[src/rtl/mac_pkg.sv]
// mac_pkg: shared state type, default widths and chunk-count helper for the MAC resolve path
package mac_pkg;
  typedef enum logic [1:0] {ACCUM, RESOLVE, DONE} state_t;
  localparam int MAC_W = 32;
  localparam int MAC_CHUNK = 8;
  function automatic int chunk_count(int n, int c);
    return n / c;
  endfunction
endpackage

[src/rtl/csa_accum_resolve_if.sv]
// csa_accum_resolve_if: beat input and resolved-result output channels of the accumulator
interface csa_accum_resolve_if #(parameter int N = mac_pkg::MAC_W);
  logic in_valid;
  logic in_ready;
  logic in_first;
  logic in_last;
  logic [N-1:0] in_ps;
  logic [N-1:0] in_pc;
  logic out_valid;
  logic out_ready;
  logic [N-1:0] out_sum;
  modport slave(input in_valid, in_first, in_last, in_ps, in_pc, out_ready, output in_ready, out_valid, out_sum);
  modport master(output in_valid, in_first, in_last, in_ps, in_pc, out_ready, input in_ready, out_valid, out_sum);
endinterface

[src/rtl/cpa_chunk.sv]
// cpa_chunk: W-bit ripple adder slice with carry-in/out used by the chunked resolve
module cpa_chunk #(parameter int W = 8) (
  input  logic [W-1:0] a,
  input  logic [W-1:0] b,
  input  logic         ci,
  output logic [W-1:0] s,
  output logic         co
);
  assign {co, s} = a + b + ci;
endmodule

[src/rtl/csa.sv]
// csa: N-bit 3:2 carry-save adder; carry output is unshifted (bit i has weight 2^(i+1))
module csa #(parameter int N = 32) (
  input  logic [N-1:0] a,
  input  logic [N-1:0] b,
  input  logic [N-1:0] c,
  output logic [N-1:0] s,
  output logic [N-1:0] co
);
  assign s = a ^ b ^ c;
  assign co = (a & b) | (a & c) | (b & c);
endmodule

[src/rtl/csa_accum_resolve.sv]
// csa_accum_resolve: carry-save accumulation of (ps, pc) beats, chunked carry-propagate resolve at group end
module csa_accum_resolve import mac_pkg::*; #(
  parameter int N = MAC_W,
  parameter int CHUNK = MAC_CHUNK
) (
  input logic clk,
  input logic rst_n,
  csa_accum_resolve_if.slave bus
);
  localparam int NC = chunk_count(N, CHUNK);
  localparam int KW = NC > 1 ? $clog2(NC) : 1;
  state_t state;
  logic [N-1:0] acc_s, acc_c, base_s, base_c, y, s1, c1, s2, c2;
  logic [KW-1:0] k;
  logic carry, cco;
  logic [CHUNK-1:0] ca, cb, cs;
  assign base_s = bus.in_first ? '0 : acc_s;
  assign base_c = bus.in_first ? '0 : acc_c;
  assign y = bus.in_pc << 1;
  csa #(.N(N)) u_l1 (.a(base_s), .b(base_c), .c(bus.in_ps), .s(s1), .co(c1));
  csa #(.N(N)) u_l2 (.a(s1), .b(c1 << 1), .c(y), .s(s2), .co(c2));
  assign ca = acc_s[k*CHUNK +: CHUNK];
  assign cb = acc_c[k*CHUNK +: CHUNK];
  cpa_chunk #(.W(CHUNK)) u_cpa (.a(ca), .b(cb), .ci(carry), .s(cs), .co(cco));
  assign bus.in_ready = state == ACCUM;
  // FSM: accumulate beats, resolve one chunk per cycle, hold result until consumed
  always_ff @(posedge clk or negedge rst_n) begin
    if (!rst_n) begin
      state <= ACCUM;
      acc_s <= '0;
      acc_c <= '0;
      k <= '0;
      carry <= 1'b0;
      bus.out_valid <= 1'b0;
      bus.out_sum <= '0;
    end else begin
      case (state)
        ACCUM: if (bus.in_valid) begin
          acc_s <= s2;
          acc_c <= c2 << 1;
          if (bus.in_last) begin
            state <= RESOLVE;
            k <= '0;
            carry <= 1'b0;
          end
        end
        RESOLVE: begin
          bus.out_sum[k*CHUNK +: CHUNK] <= cs;
          carry <= cco;
          k <= k + 1'b1;
          if (k == KW'(NC - 1)) begin
            state <= DONE;
            bus.out_valid <= 1'b1;
          end
        end
        DONE: if (bus.out_ready) begin
          bus.out_valid <= 1'b0;
          acc_s <= '0;
          acc_c <= '0;
          state <= ACCUM;
        end
        default: state <= ACCUM;
      endcase
    end
  end
endmodule

[src/flat_wrapper.sv]
// flat-port wrapper written by rule: the top's interface ports become plain ports
module csa_accum_resolve_flat import mac_pkg::*;
#(
  parameter int N = MAC_W,
  parameter int CHUNK = MAC_CHUNK
)
  (clk, rst_n, bus_in_valid, bus_in_first, bus_in_last, bus_in_ps, bus_in_pc, bus_out_ready, bus_in_ready, bus_out_valid, bus_out_sum);
  csa_accum_resolve_if #(.N(N)) bus_i ();
  input logic clk;
  input logic rst_n;
  input wire logic [$bits(bus_i.in_valid)-1:0] bus_in_valid;
  input wire logic [$bits(bus_i.in_first)-1:0] bus_in_first;
  input wire logic [$bits(bus_i.in_last)-1:0] bus_in_last;
  input wire logic [$bits(bus_i.in_ps)-1:0] bus_in_ps;
  input wire logic [$bits(bus_i.in_pc)-1:0] bus_in_pc;
  input wire logic [$bits(bus_i.out_ready)-1:0] bus_out_ready;
  output wire logic [$bits(bus_i.in_ready)-1:0] bus_in_ready;
  output wire logic [$bits(bus_i.out_valid)-1:0] bus_out_valid;
  output wire logic [$bits(bus_i.out_sum)-1:0] bus_out_sum;
  assign bus_i.in_valid = bus_in_valid;
  assign bus_i.in_first = bus_in_first;
  assign bus_i.in_last = bus_in_last;
  assign bus_i.in_ps = bus_in_ps;
  assign bus_i.in_pc = bus_in_pc;
  assign bus_i.out_ready = bus_out_ready;
  assign bus_in_ready = bus_i.in_ready;
  assign bus_out_valid = bus_i.out_valid;
  assign bus_out_sum = bus_i.out_sum;
  csa_accum_resolve #(.N(N), .CHUNK(CHUNK)) u_core (.clk(clk), .rst_n(rst_n), .bus(bus_i));
endmodule
[config.mk]
export PLATFORM = sky130hd
export DESIGN_NAME = csa_accum_resolve_flat
export DESIGN_NICKNAME = d
export VERILOG_FILES = /design/src/rtl/mac_pkg.sv /design/src/rtl/csa_accum_resolve_if.sv /design/src/rtl/cpa_chunk.sv /design/src/rtl/csa.sv /design/src/rtl/csa_accum_resolve.sv /design/src/flat_wrapper.sv
export SDC_FILE = /design/constraint.sdc
export NUM_CORES = 1
export LEC_CHECK = 0
export ABC_AREA = 1
export BUFFER_PORTS_ARGS = -buffer_cell sky130_fd_sc_hd__buf_2
export CORE_MARGIN = 2
export CORE_UTILIZATION = 51
export CTS_BUF_LIST = sky130_fd_sc_hd__clkbuf_8
export CTS_CLUSTER_SIZE = 28
export DETAILED_ROUTE_END_ITERATION = 7
export PLACE_DENSITY = 0.73
export SLEW_MARGIN = 30
export SYNTH_ARGS = -nofsm -noshare
export SYNTH_HDL_FRONTEND = slang
export SYNTH_SLANG_ARGS = --single-unit
[constraint.sdc]
create_clock -name clk -period 5.35 [get_ports clk]
set_clock_uncertainty 0.2 [all_clocks]
set_input_delay 0.8025 -clock clk [delete_from_list [all_inputs] [get_ports clk]]
set_output_delay 0.8025 -clock clk [all_outputs]
set_load 0.01 [all_outputs]
==> load_flow_metrics.sql <==
INSERT INTO impl_metrics (metric_group, metric, value, unit) VALUES
('detailed_routing', 'routed_antenna_nets', '0', ''),
('yosys', 'postSynthCellCount', '806', ''),
('run_status', 'status', 'complete, no violations', ''),
('power_and_ir_drop', 'seqPwrFrac', '30.1', '%'),
('placement', 'post-dp-hpwl', '11.33', 'mm'),
('setup_path', 'critical-path-top-delay-family', 'adder cells', ''),
('grt', 'globalRouteOverflowTotal', '0', ''),
('cts', 'cts_tree', 'done', ''),
('yosys', 'syn_area_per_cell', '8.262', 'um2'),
('die', 'die_width', '118.3', 'um'),
('power_and_ir_drop', 'totalPowerFinal', '4360', 'uW'),
('grt', 'wire_length_of_the_first_global_routing_pass', '25.92', 'mm'),
('yosys', 'postSynthRegisterBits', '100', ''),
('cts', 'cts_inserted_buffers', '9', ''),
('cts', 'post-cts-setup-buffer-count', '0', ''),
('placement', 'post-place-cells', '1057', ''),
('setup_path', 'critPathMaxFanout', '33', ''),
('placement', 'routabilityCongestion', '0.8622', ''),
('die', 'core', '12670', 'um2'),
('die', 'fp.dieArea', '13990', 'um2'),
('setup_path', 'cp.buffers_inverters', '2', ''),
('grt', 'antenna_found_initial', '0', ''),
('grt', 'largest_net_degree_at_the_start_of_global_routing', '62', ''),
('die', 'rows', '41', ''),
('power_and_ir_drop', 'power.static_leakage', '0.004031', 'uW'),
('yosys', 'synth.top_cell.area_share', '37.58', '%'),
('timing', 'worst_relative_slew_slack', '48.19', '%'),
('setup_path', 'worstSetupEndpointType', 'flop', ''),
('cts', 'max-clock-path-buffers', '2', ''),
('setup_path', 'crit_arrival', '3.50', 'ns'),
('grt', 'grt_use_total', '23.50', '%'),
('yosys', 'yosysWarningCount', '0', ''),
('yosys', 'synth-seq-area-share', '37.58', '%'),
('timing', 'fmax', '297.7', 'MHz'),
('detailed_routing', 'drt_via_density', '4.983', ''),
('cts', 'clock-sinks', '100', ''),
('setup_path', 'setup.worst_path.class', 'flop to flop', ''),
('layout', 'layout_net_count', '1042', ''),
('yosys', 'yosysUniqueCellTypes', '35', ''),
('timing', 'finalMaxSlewViolations', '0', ''),
('yosys', 'synth_area_leader_cell', 'sky130_fd_sc_hd__dfrtp_1', ''),
('setup_path', 'worst_path_max_delay_cell', 'sky130_fd_sc_hd__fa_1', ''),
('layout', 'layout.cell_area.non_filler', '7503', 'um2'),
('timing', 'fin_crit_sh', '62.79', '%'),
('timing', 'setup_violations', '0', ''),
('setup_path', 'cpMostUsedCell', 'sky130_fd_sc_hd__nand2_1', ''),
('grt', 'vias_in_the_first_global_route', '5223', ''),
('setup_path', 'cell_by_cell_listing_of_the_critical_path', 'clkinv_1 > buf_4 > nand2_1 > a21oi_1 > fa_1 > fa_1 > nand2_1 > nand2_1 > and2_1 > xor2_1 > nand4_1 > nand2_1', ''),
('detailed_routing', 'routed_wl', '15.26', 'mm'),
('detailed_routing', 'drt-pass1-iter-count', '4', ''),
('detailed_routing', 'drt-wirelength-per-cell', '14.22', 'um'),
('power_and_ir_drop', 'clock_power_share', '10.9', '%'),
('power_and_ir_drop', 'power.switching_fraction', '50.82', '%'),
('placement', 'port_buffers', '102', ''),
('yosys', 'synth_fp_nets', '952', ''),
('cts', 'clock_tree.root_cell', 'sky130_fd_sc_hd__clkbuf_8', ''),
('timing', 'tns', '0', 'ns'),
('flow_run', 'drv_cap', '0', ''),
('die', 'die_h', '118.3', 'um'),
('power_and_ir_drop', 'power_per_cell_area', '581.1', 'nW/um2'),
('timing', 'fin_hold_ws', '0.2606', 'ns'),
('layout', 'diodes', '0', ''),
('yosys', 'synthTopCellsByArea', 'sky130_fd_sc_hd__dfrtp_1 38%, sky130_fd_sc_hd__fa_1 18%, sky130_fd_sc_hd__nand2_1 12%', ''),
('detailed_routing', 'dr_total_vias', '5347', ''),
('timing', 'final-hold-violation-count', '0', ''),
('setup_path', 'cp_slowest_stage_delay', '0.43', 'ns'),
('layout', 'finish.cell_count_without_fillers', '1073', ''),
('cts', 'ctsHoldBuffers', '0', ''),
('power_and_ir_drop', 'cellInternalPower', '2145', 'uW'),
('power_and_ir_drop', 'total_switching_power', '2216', 'uW'),
('yosys', 'synth.cell_area', '6659', 'um2');
==> power by group through the flow <==
stage                     Clock (uW)  Sequential, uW  Combinational, uW
after global placement             0            1310               2510
after detailed placement           0            1320               2580
after CTS                        486            1310               2590
after global routing             511            1350               2970
after floorplan                    0            1290               1830
final                            475            1310               2570
==> synth_stat cells (all sizes together) <==
cell,count
nand2,221
inv,178
dfrtp,100
o21ai,92
fa,61
a21oi,48
clkbuf,19
nor2,16
ha,15
nand3,15
buf,11
nand4,7
o22ai,5
xor2,3
a22o,2
nand3b,2
o31ai,2
xnor2,2
and2,1
clkinv,1
nor3,1
nor4,1
o211ai,1
o32ai,1
or2,1
==> cell type report <==
type	count	area, um2
inverters	179	674.4
well taps	172	215.2
fillers	1193	5167
flip-flops and latches	100	2502
multi-input cells	497	3361
clock buffers	10	137.6
repair buffers	109	565.5
clock inverters	6	47.55
==> worst reg2reg max path, stage by stage, from the launching register on <==
cell and delay [ns]:
sky130_fd_sc_hd__dfrtp_1 0.37, sky130_fd_sc_hd__clkinv_1 0.36, sky130_fd_sc_hd__buf_4 0.40, sky130_fd_sc_hd__nand2_1 0.16
sky130_fd_sc_hd__a21oi_1 0.09, sky130_fd_sc_hd__fa_1 0.42, sky130_fd_sc_hd__fa_1 0.43, sky130_fd_sc_hd__nand2_1 0.09
sky130_fd_sc_hd__nand2_1 0.06, sky130_fd_sc_hd__and2_1 0.15, sky130_fd_sc_hd__xor2_1 0.36, sky130_fd_sc_hd__nand4_1 0.13
sky130_fd_sc_hd__nand2_1 0.09
==> final timing paths <==
kind,from,to,slack (ns),cells past startpoint
hold / removal,rst_n,u_core.acc_s[2]$_DFFE_PN0P_,0.26,1
min in group clk,u_core.bus.out_sum[20]$_DFFE_PN0P_,u_core.bus.out_sum[20]$_DFFE_PN0P_,0.28,2
setup / recovery,u_core.k[0]$_DFFE_PN0P_,u_core.bus.out_sum[28]$_DFFE_PN0P_,1.99,12
max in group asynchronous,rst_n,u_core.acc_s[25]$_DFFE_PN0P_,3.68,2
hold reg to reg,u_core.bus.out_sum[20]$_DFFE_PN0P_,u_core.bus.out_sum[20]$_DFFE_PN0P_,0.28,2
setup reg to reg,u_core.k[0]$_DFFE_PN0P_,u_core.bus.out_sum[28]$_DFFE_PN0P_,1.99,12
==> metal layers <==
layer	global-route usage (%)	wire [um]
met4	5.798	166
met5	0	0
met1	33.38	7145
met3	4.102	739
met2	37.68	7208
==> state kept, by name, indices dropped and copies added, names as in the netlist <==
name / flops
u_core.state: 2
u_core.acc_s: 32
u_core.k: 2
u_core.carry: 1
u_core.acc_c: 30
u_core.bus.out_sum: 32
u_core.bus.out_valid: 1
==> layout by cell type (no fill, tap or decap), types with 2 or more instances in the layout <==
| master | instances |
|---|---|
| sky130_fd_sc_hd__clkbuf_8 | 10 |
| sky130_fd_sc_hd__xnor2_1 | 2 |
| sky130_fd_sc_hd__xor2_1 | 3 |
| sky130_fd_sc_hd__a22o_1 | 2 |
| sky130_fd_sc_hd__nand3_1 | 15 |
| sky130_fd_sc_hd__inv_2 | 4 |
| sky130_fd_sc_hd__nor2_1 | 13 |
| sky130_fd_sc_hd__nand2_2 | 3 |
| sky130_fd_sc_hd__nand4_1 | 7 |
| sky130_fd_sc_hd__a21oi_1 | 48 |
| sky130_fd_sc_hd__buf_4 | 8 |
| sky130_fd_sc_hd__o21ai_0 | 84 |
| sky130_fd_sc_hd__clkinv_4 | 2 |
| sky130_fd_sc_hd__o22ai_1 | 4 |
| sky130_fd_sc_hd__o31ai_1 | 2 |
| sky130_fd_sc_hd__dfrtp_1 | 100 |
| sky130_fd_sc_hd__nand2_1 | 217 |
| sky130_fd_sc_hd__inv_1 | 173 |
| sky130_fd_sc_hd__inv_6 | 2 |
| sky130_fd_sc_hd__buf_2 | 101 |
| sky130_fd_sc_hd__ha_1 | 15 |
| sky130_fd_sc_hd__nor2_2 | 2 |
| sky130_fd_sc_hd__o21ai_1 | 7 |
| sky130_fd_sc_hd__nand3b_1 | 2 |
| sky130_fd_sc_hd__fa_1 | 61 |
==> through the flow <==
stage	worst slack, ns	util [%]
global placement	1.708	57.74
global route	1.720	59.22
CTS	1.972	59.22
finish	1.991	59.22
floorplan	2.357	-
detailed placement	1.645	57.76
==> cell families after synthesis <==
logic type               Yosys count  synth area share, %
adder cells (fa/ha/maj)           76                21.16
flip-flops                       100                37.58
AND/OR/NAND/NOR                  265                16.67
buffers and inverters            209                12.06
AO/OA/AOI/OAI                    151                11.88
XOR/XNOR                           5               0.6578
(Power assumes the default switching activity.)
